**config.mk**
```make
export PLATFORM = sky130hd
export DESIGN_NAME = apb_master
export DESIGN_NICKNAME = d
export VERILOG_FILES = /design/src/rtl/apb_pkg.sv /design/src/rtl/apb_addr_decoder.sv /design/src/rtl/apb_master.sv
export SDC_FILE = /design/constraint.sdc
export NUM_CORES = 1
export LEC_CHECK = 0
export CELL_PAD_IN_SITES_DETAIL_PLACEMENT = 1
export CELL_PAD_IN_SITES_GLOBAL_PLACEMENT = 2
export CORE_MARGIN = 2
export CORE_UTILIZATION = 28
export DETAILED_ROUTE_END_ITERATION = 8
export MAX_ROUTING_LAYER = met4
export PLACE_DENSITY_LB_ADDON = 0.1
export SYNTH_ARGS = -nofsm -noshare
export SYNTH_HDL_FRONTEND = slang
export SYNTH_SLANG_ARGS = --single-unit
```
**constraint.sdc**
```tcl
create_clock -name PCLK -period 2.9 [get_ports PCLK]
set_clock_uncertainty 0.1 [all_clocks]
set_input_delay 0.29 -clock PCLK [delete_from_list [all_inputs] [get_ports PCLK]]
set_output_delay 0.29 -clock PCLK [all_outputs]
set_load 0.01 [all_outputs]
```
**src/rtl/apb_pkg.sv**
```systemverilog
// Shared types and constants for the APB master and its address decoder.
package apb_pkg;

    typedef enum logic [1:0] {
        IDLE   = 2'd0,
        SETUP  = 2'd1,
        ACCESS = 2'd2,
        RESP   = 2'd3
    } apb_state_e;

    // Slave index lives in req_addr[15:12]; the low 12 bits are the in-slave offset.
    localparam int SLV_IDX_MSB = 15;
    localparam int SLV_IDX_LSB = 12;
    localparam int SLV_IDX_W   = SLV_IDX_MSB - SLV_IDX_LSB + 1;

    localparam int TIMEOUT_DEFAULT = 255;
    localparam int WAIT_CNT_MIN_W  = 8;

    // Wait counter is never narrower than 8 bits, wider if TIMEOUT needs it.
    function automatic int wait_cnt_width(input int timeout);
        int w;
        w = $clog2(timeout + 1);
        return (w < WAIT_CNT_MIN_W) ? WAIT_CNT_MIN_W : w;
    endfunction

endpackage

```
**src/rtl/apb_addr_decoder.sv**
```systemverilog
// Slave-index decode: index field -> one-hot PSEL pattern, or a decode error
// when the index names a slave that does not exist.
module apb_addr_decoder
    import apb_pkg::*;
#(
    parameter int NUM_SLV = 4
)(
    input  logic [SLV_IDX_W-1:0] slv_idx,
    output logic [NUM_SLV-1:0]   sel,
    output logic                 dec_err
);

    // Exactly one select bit for an in-range index, none plus an error otherwise.
    always_comb begin
        sel     = '0;
        dec_err = 1'b1;
        for (int i = 0; i < NUM_SLV; i++) begin
            if (int'(slv_idx) == i) begin
                sel[i]  = 1'b1;
                dec_err = 1'b0;
            end
        end
    end

endmodule

```
**src/rtl/apb_master.sv**
```systemverilog
// Single-outstanding APB master: takes one host request at a time, runs the
// SETUP/ACCESS handshake towards the addressed slave and returns a one-cycle
// response pulse. Bad slave indices and stuck slaves are reported via rsp_err.
//
//   state  | meaning
//   -------+-----------------------------------------------------------
//   IDLE   | req_ready high, waiting for a host request
//   SETUP  | PSEL driven, PENABLE low, address/data/direction presented
//   ACCESS | PENABLE high, waiting for PREADY or wait-counter timeout
//   RESP   | rsp_valid pulse, bus released
module apb_master
    import apb_pkg::*;
#(
    parameter int NUM_SLV = 4,
    parameter int TIMEOUT = TIMEOUT_DEFAULT
)(
    input  logic               PCLK,
    input  logic               PRESET,
    input  logic               req_valid,
    output logic               req_ready,
    input  logic               req_write,
    input  logic [31:0]        req_addr,
    input  logic [31:0]        req_wdata,
    output logic               rsp_valid,
    output logic [31:0]        rsp_rdata,
    output logic               rsp_err,
    output logic [31:0]        PADDR,
    output logic [31:0]        PWDATA,
    output logic               PWRITE,
    output logic [NUM_SLV-1:0] PSEL,
    output logic               PENABLE,
    input  logic [31:0]        PRDATA,
    input  logic               PREADY
);

    localparam int              CNT_W    = wait_cnt_width(TIMEOUT);
    // The abort fires in the ACCESS cycle that would push the count to TIMEOUT.
    localparam logic [CNT_W-1:0] CNT_LAST = CNT_W'(TIMEOUT - 1);

    apb_state_e          state_q,     state_d;
    logic [NUM_SLV-1:0]  psel_q,      psel_d;
    logic                penable_q,   penable_d;
    logic [31:0]         paddr_q,     paddr_d;
    logic [31:0]         pwdata_q,    pwdata_d;
    logic                pwrite_q,    pwrite_d;
    logic                rsp_valid_q, rsp_valid_d;
    logic                rsp_err_q,   rsp_err_d;
    logic [31:0]         rsp_rdata_q, rsp_rdata_d;
    logic [CNT_W-1:0]    cnt_q,       cnt_d;

    logic [NUM_SLV-1:0]  dec_sel;
    logic                dec_err;

    apb_addr_decoder #(
        .NUM_SLV (NUM_SLV)
    ) u_dec (
        .slv_idx (req_addr[SLV_IDX_MSB:SLV_IDX_LSB]),
        .sel     (dec_sel),
        .dec_err (dec_err)
    );

    // Next-state and next-output computation for the transfer sequencer.
    always_comb begin
        state_d     = state_q;
        psel_d      = psel_q;
        penable_d   = penable_q;
        paddr_d     = paddr_q;
        pwdata_d    = pwdata_q;
        pwrite_d    = pwrite_q;
        rsp_valid_d = 1'b0;
        rsp_err_d   = rsp_err_q;
        rsp_rdata_d = rsp_rdata_q;
        cnt_d       = cnt_q;

        unique case (state_q)
            IDLE: begin
                rsp_err_d   = 1'b0;
                rsp_rdata_d = '0;
                if (req_valid) begin
                    if (dec_err) begin
                        // No bus activity for a non-existent slave; answer straight away.
                        state_d     = RESP;
                        rsp_valid_d = 1'b1;
                        rsp_err_d   = 1'b1;
                    end else begin
                        state_d  = SETUP;
                        psel_d   = dec_sel;
                        paddr_d  = req_addr;
                        pwdata_d = req_wdata;
                        pwrite_d = req_write;
                        cnt_d    = '0;
                    end
                end
            end

            SETUP: begin
                state_d   = ACCESS;
                penable_d = 1'b1;
                cnt_d     = '0;
            end

            ACCESS: begin
                // PREADY wins over a timeout landing in the same cycle.
                if (PREADY) begin
                    state_d     = RESP;
                    psel_d      = '0;
                    penable_d   = 1'b0;
                    rsp_valid_d = 1'b1;
                    rsp_err_d   = 1'b0;
                    rsp_rdata_d = pwrite_q ? 32'h0 : PRDATA;
                end else if (cnt_q == CNT_LAST) begin
                    state_d     = RESP;
                    psel_d      = '0;
                    penable_d   = 1'b0;
                    rsp_valid_d = 1'b1;
                    rsp_err_d   = 1'b1;
                    rsp_rdata_d = '0;
                    cnt_d       = cnt_q + CNT_W'(1);
                end else begin
                    cnt_d = cnt_q + CNT_W'(1);
                end
            end

            RESP: begin
                state_d = IDLE;
            end

            default: begin
                state_d   = IDLE;
                psel_d    = '0;
                penable_d = 1'b0;
            end
        endcase
    end

    // State and registered bus/response outputs; reset clears everything at once.
    always_ff @(posedge PCLK or negedge PRESET) begin
        if (!PRESET) begin
            state_q     <= IDLE;
            psel_q      <= '0;
            penable_q   <= 1'b0;
            paddr_q     <= '0;
            pwdata_q    <= '0;
            pwrite_q    <= 1'b0;
            rsp_valid_q <= 1'b0;
            rsp_err_q   <= 1'b0;
            rsp_rdata_q <= '0;
            cnt_q       <= '0;
        end else begin
            state_q     <= state_d;
            psel_q      <= psel_d;
            penable_q   <= penable_d;
            paddr_q     <= paddr_d;
            pwdata_q    <= pwdata_d;
            pwrite_q    <= pwrite_d;
            rsp_valid_q <= rsp_valid_d;
            rsp_err_q   <= rsp_err_d;
            rsp_rdata_q <= rsp_rdata_d;
            cnt_q       <= cnt_d;
        end
    end

    assign req_ready = (state_q == IDLE);
    assign rsp_valid = rsp_valid_q;
    assign rsp_err   = rsp_err_q;
    assign rsp_rdata = rsp_rdata_q;
    assign PADDR     = paddr_q;
    assign PWDATA    = pwdata_q;
    assign PWRITE    = pwrite_q;
    assign PSEL      = psel_q;
    assign PENABLE   = penable_q;

endmodule

```
==> metrics.log <==
[metrics] RSZ-0062 raised after global routing: no
[metrics] total via count after detailed routing: between 3000 and 4000
[metrics] startpoint-to-endpoint class of the critical path: register to output pin
[metrics] number of synthesized register bits: around 110
[metrics] total of fill cells in the finished design: roughly 1600
[metrics] outcome: finished clean
[metrics] count of cell types in the netlist: 37
[metrics] Top FF cell, synth: dfrtp_1
[metrics] endpoint required time on the critical path: approximately 2.5 ns
[metrics] post-cts sizing count: 0
[metrics] Nets: 629
[metrics] Post-CTS Setup Repair Bufs: 0
[metrics] syn nets: a little over 400
[metrics] Max Transition Viols Final: 0
[metrics] final worst slack: 0.565 ns
[metrics] crit path cell chain: inv_1 -> ha_1 -> clkdlybuf4s50_1
[metrics] Critical path buffers and inverters: 2
[metrics] final weighted congestion of routability-driven global placement: approximately 0.73
[metrics] proportion of layout cells with a drive suffix above 1: 0.200
[metrics] post-route antenna net violation count: 0
[metrics] setup slack at placement: 0.486 ns
[metrics] vias in the first global route: 3823
[metrics] drt drc: 0
[metrics] post-route minimum period: about 2.3 ns
[metrics] largest fanout on the critical path: 10
[metrics] maximum frequency from static timing analysis: about 0.43 GHz
[metrics] combined global-route utilization of all metal layers: 0.167
[metrics] type of the tightest min-delay check: input pin to asynchronous set/reset pin
[metrics] Final Cycle Share: 0.805
[metrics] Yosys warning total: 0
[metrics] PortBufs: 205
[metrics] standard cell core area: 15300 µm²
[metrics] CTS Hold Bufs: 1
[metrics] router iterations before antenna repair: 4
[metrics] Clk pin slew, worst setup/hold paths: 0.06 ns
[metrics] estimated wirelength of the detail-placed design: 9.31 mm
[metrics] placed instance count: 714
[metrics] average detailed-routed wire length per instance: 17.4 µm
[metrics] netlist area before placement: 4430 µm²
[metrics] clock root buffer: clkbuf_16
[metrics] Critical Path Slowest Stage Cell: clkdlybuf4s50_1
[metrics] layout-stage area growth over the synthesis result: 66.6%
[metrics] CP peak stage delay: around 0.62 ns
[metrics] share of synthesized area occupied by flip-flops and latches: 0.644
[metrics] grt total ovfl: 0
[metrics] LEAKAGE: 3.19 nW
[metrics] Worst EP arrival: ~1.9 ns
[metrics] global-route wire length before repair: 20.5 mm
[metrics] endpoint class of the critical path: output pin
[metrics] final hold violation count: 0
[metrics] Pwr per Cell Area: 1100 nW/µm²
[metrics] drt initial violations: 73
[metrics] final setup violating endpoints: 0
[metrics] floorplan die area: ~17000 µm²
[metrics] insertion delay to the later sink of the worst-skew pair: 0.41 ns
[metrics] detailed-route vias per instance: around 4.6
[metrics] post-route standard cell area excluding fillers: 7380 µm²
[metrics] share of synthesized registers carrying an async set or reset: 1.00
[metrics] final std cells w/o fill: between 700 and 800
[metrics] area after detailed placement: 6760 µm²
[metrics] maximum vdd drop: about 0.50 mV
[metrics] floorplan die height: approximately 130 µm
[metrics] cell family with the largest share of critical-path delay: buffers and inverters
[metrics] number of rows created at floorplan: between 40 and 50
[metrics] Max-Cap Viols: 0
[metrics] Worst-Margin Slew: ~0.50 ns
[metrics] count of mapped cells out of synthesis: 309
[metrics] die boundary width: 130 µm
[metrics] Clock H-tree levels: 4
[metrics] initial cell density of the core: 0.289
[metrics] worst-case headroom to the max-slew limit: 0.668
[metrics] IO Pins: 206
[metrics] TritonCTS clock tree: built
[metrics] startpoint kind of the worst setup timing path: register
[metrics] clk buf depth: 2
[metrics] number of antenna violations at the first check in global routing: 0
[metrics] number of sinks handled by clock tree synthesis: 114
[metrics] maximum number of pins on one net before global-route repair: 58
[metrics] final wirelength: 13.0 mm
[metrics] average size of a mapped cell: 14.3 µm²
[metrics] clock buffer count from CTS: 17
[metrics] worst hold slack across all endpoints: 0.296 ns
[metrics] EDFF count, synth: 0
[metrics] Setup Total Neg Slack: 0 ns
==> cell usage after synthesis (2+ instances only) <==
library cell,instances,area (µm²)
clkbuf_1,5,18.8
inv_1,6,22.5
o21ai_1,2,10.0
dfrtp_1,114,2850
o31ai_1,2,15.0
a32o_1,2,20.0
nor2_1,7,26.3
o21ai_0,10,50.1
buf_1,5,18.8
and2_1,3,18.8
nor3_1,2,10.0
a21oi_1,6,30.0
mux2_2,63,709
a22o_1,35,307
nand2b_1,3,18.8
nand2_1,10,37.5
buf_2,6,30.0
nand3_1,5,25.0
ha_1,5,62.6
==> stage by stage <==
stage,utilization,total power [mW]
3_3_place_gp,0.442,5.95
3_5_place_dp,0.442,6.02
6_report,0.482,8.10
4_1_cts,0.482,8.24
5_1_grt,0.482,8.62
2_1_floorplan,-,4.05
==> power by group <==
part           switching, mW  internal [mW]  leakage (nW)
Sequential             0.375           2.31          1.46
Combinational           1.34           1.92          1.43
Clock                  0.794           1.36         0.290
Total                   2.51           5.59          3.19
==> sequential cells by signal, summed over array words and instances, names as in the netlist, 2 cells and up <==
signal	flops
rsp_rdata	32
PADDR	32
state_q	2
PWDATA	32
cnt_q	8
PSEL	4
==> path summary, 6_finish.rpt <==
path	depth (start not counted)	slack (ns)	start	to
worst max register to register	5	0.67	state_q[0]	PADDR[22]
max in group asynchronous	3	1.70	PRESET	PADDR[10]
worst min-delay path	2	0.30	PRESET	rsp_rdata[1]
worst min register to register	1	0.40	PADDR[14]	PADDR[14]
worst max-delay path	3	0.57	state_q[0]	req_ready
min in group PCLK	2	0.38	PRDATA[14]	rsp_rdata[14]
==> layer usage <==
metal	wire length, µm	share of wire	track usage
met1	5180	0.40	0.186
met2	6420	0.49	0.260
met5	0	0	-
met4	125	0.0096	0.0500
met3	1270	0.098	0.0869
==> cell families (layout without fill, tap and decap cells) <==
family	count (synthesis)	count (layout)	share of synthesized area
mux	63	63	0.160
compound gates	66	66	0.116
simple gates	38	38	0.0446
flops	114	114	0.644
other cells	0	1	0
fa+ha+maj	5	5	0.0141
buf+inv	23	250	0.0215
==> worst reg2reg max path, cell delays in order (launching register included) <==
cell	delay (ns)
dfrtp_1	0.39
inv_1	0.10
ha_1	0.42
nand3_4	0.41
buf_12	0.33
mux2_2	0.35
==> placed cells by master (no fill, tap or decap), types with 3 or more instances in the layout <==
cell	instances
inv_6	3
o21ai_0	10
inv_1	6
and2_1	3
a21oi_1	6
bufinv_16	3
clkbuf_16	17
mux2_2	63
nand2_1	10
clkinvlp_4	3
nand3_1	4
nor2_1	6
nand2b_1	3
dfrtp_1	114
clkdlybuf4s50_1	204
ha_1	5
clkinv_4	4
a22o_1	35
buf_4	5
==> layout make-up <==
cell class | instances | area [µm²] | share of cell area
diodes | 1 | 2.50 | 0.000339
clock buffers | 17 | 425 | 0.0576
clock inverters | 15 | 184 | 0.0249
inverters | 6 | 22.5 | 0.00305
multi-input cells | 172 | 1500 | 0.204
flip-flops and latches | 114 | 2850 | 0.386
well taps | 211 | 264 | 0.0358
repair buffers | 212 | 2130 | 0.288
Power figures use the tool's default switching activity.
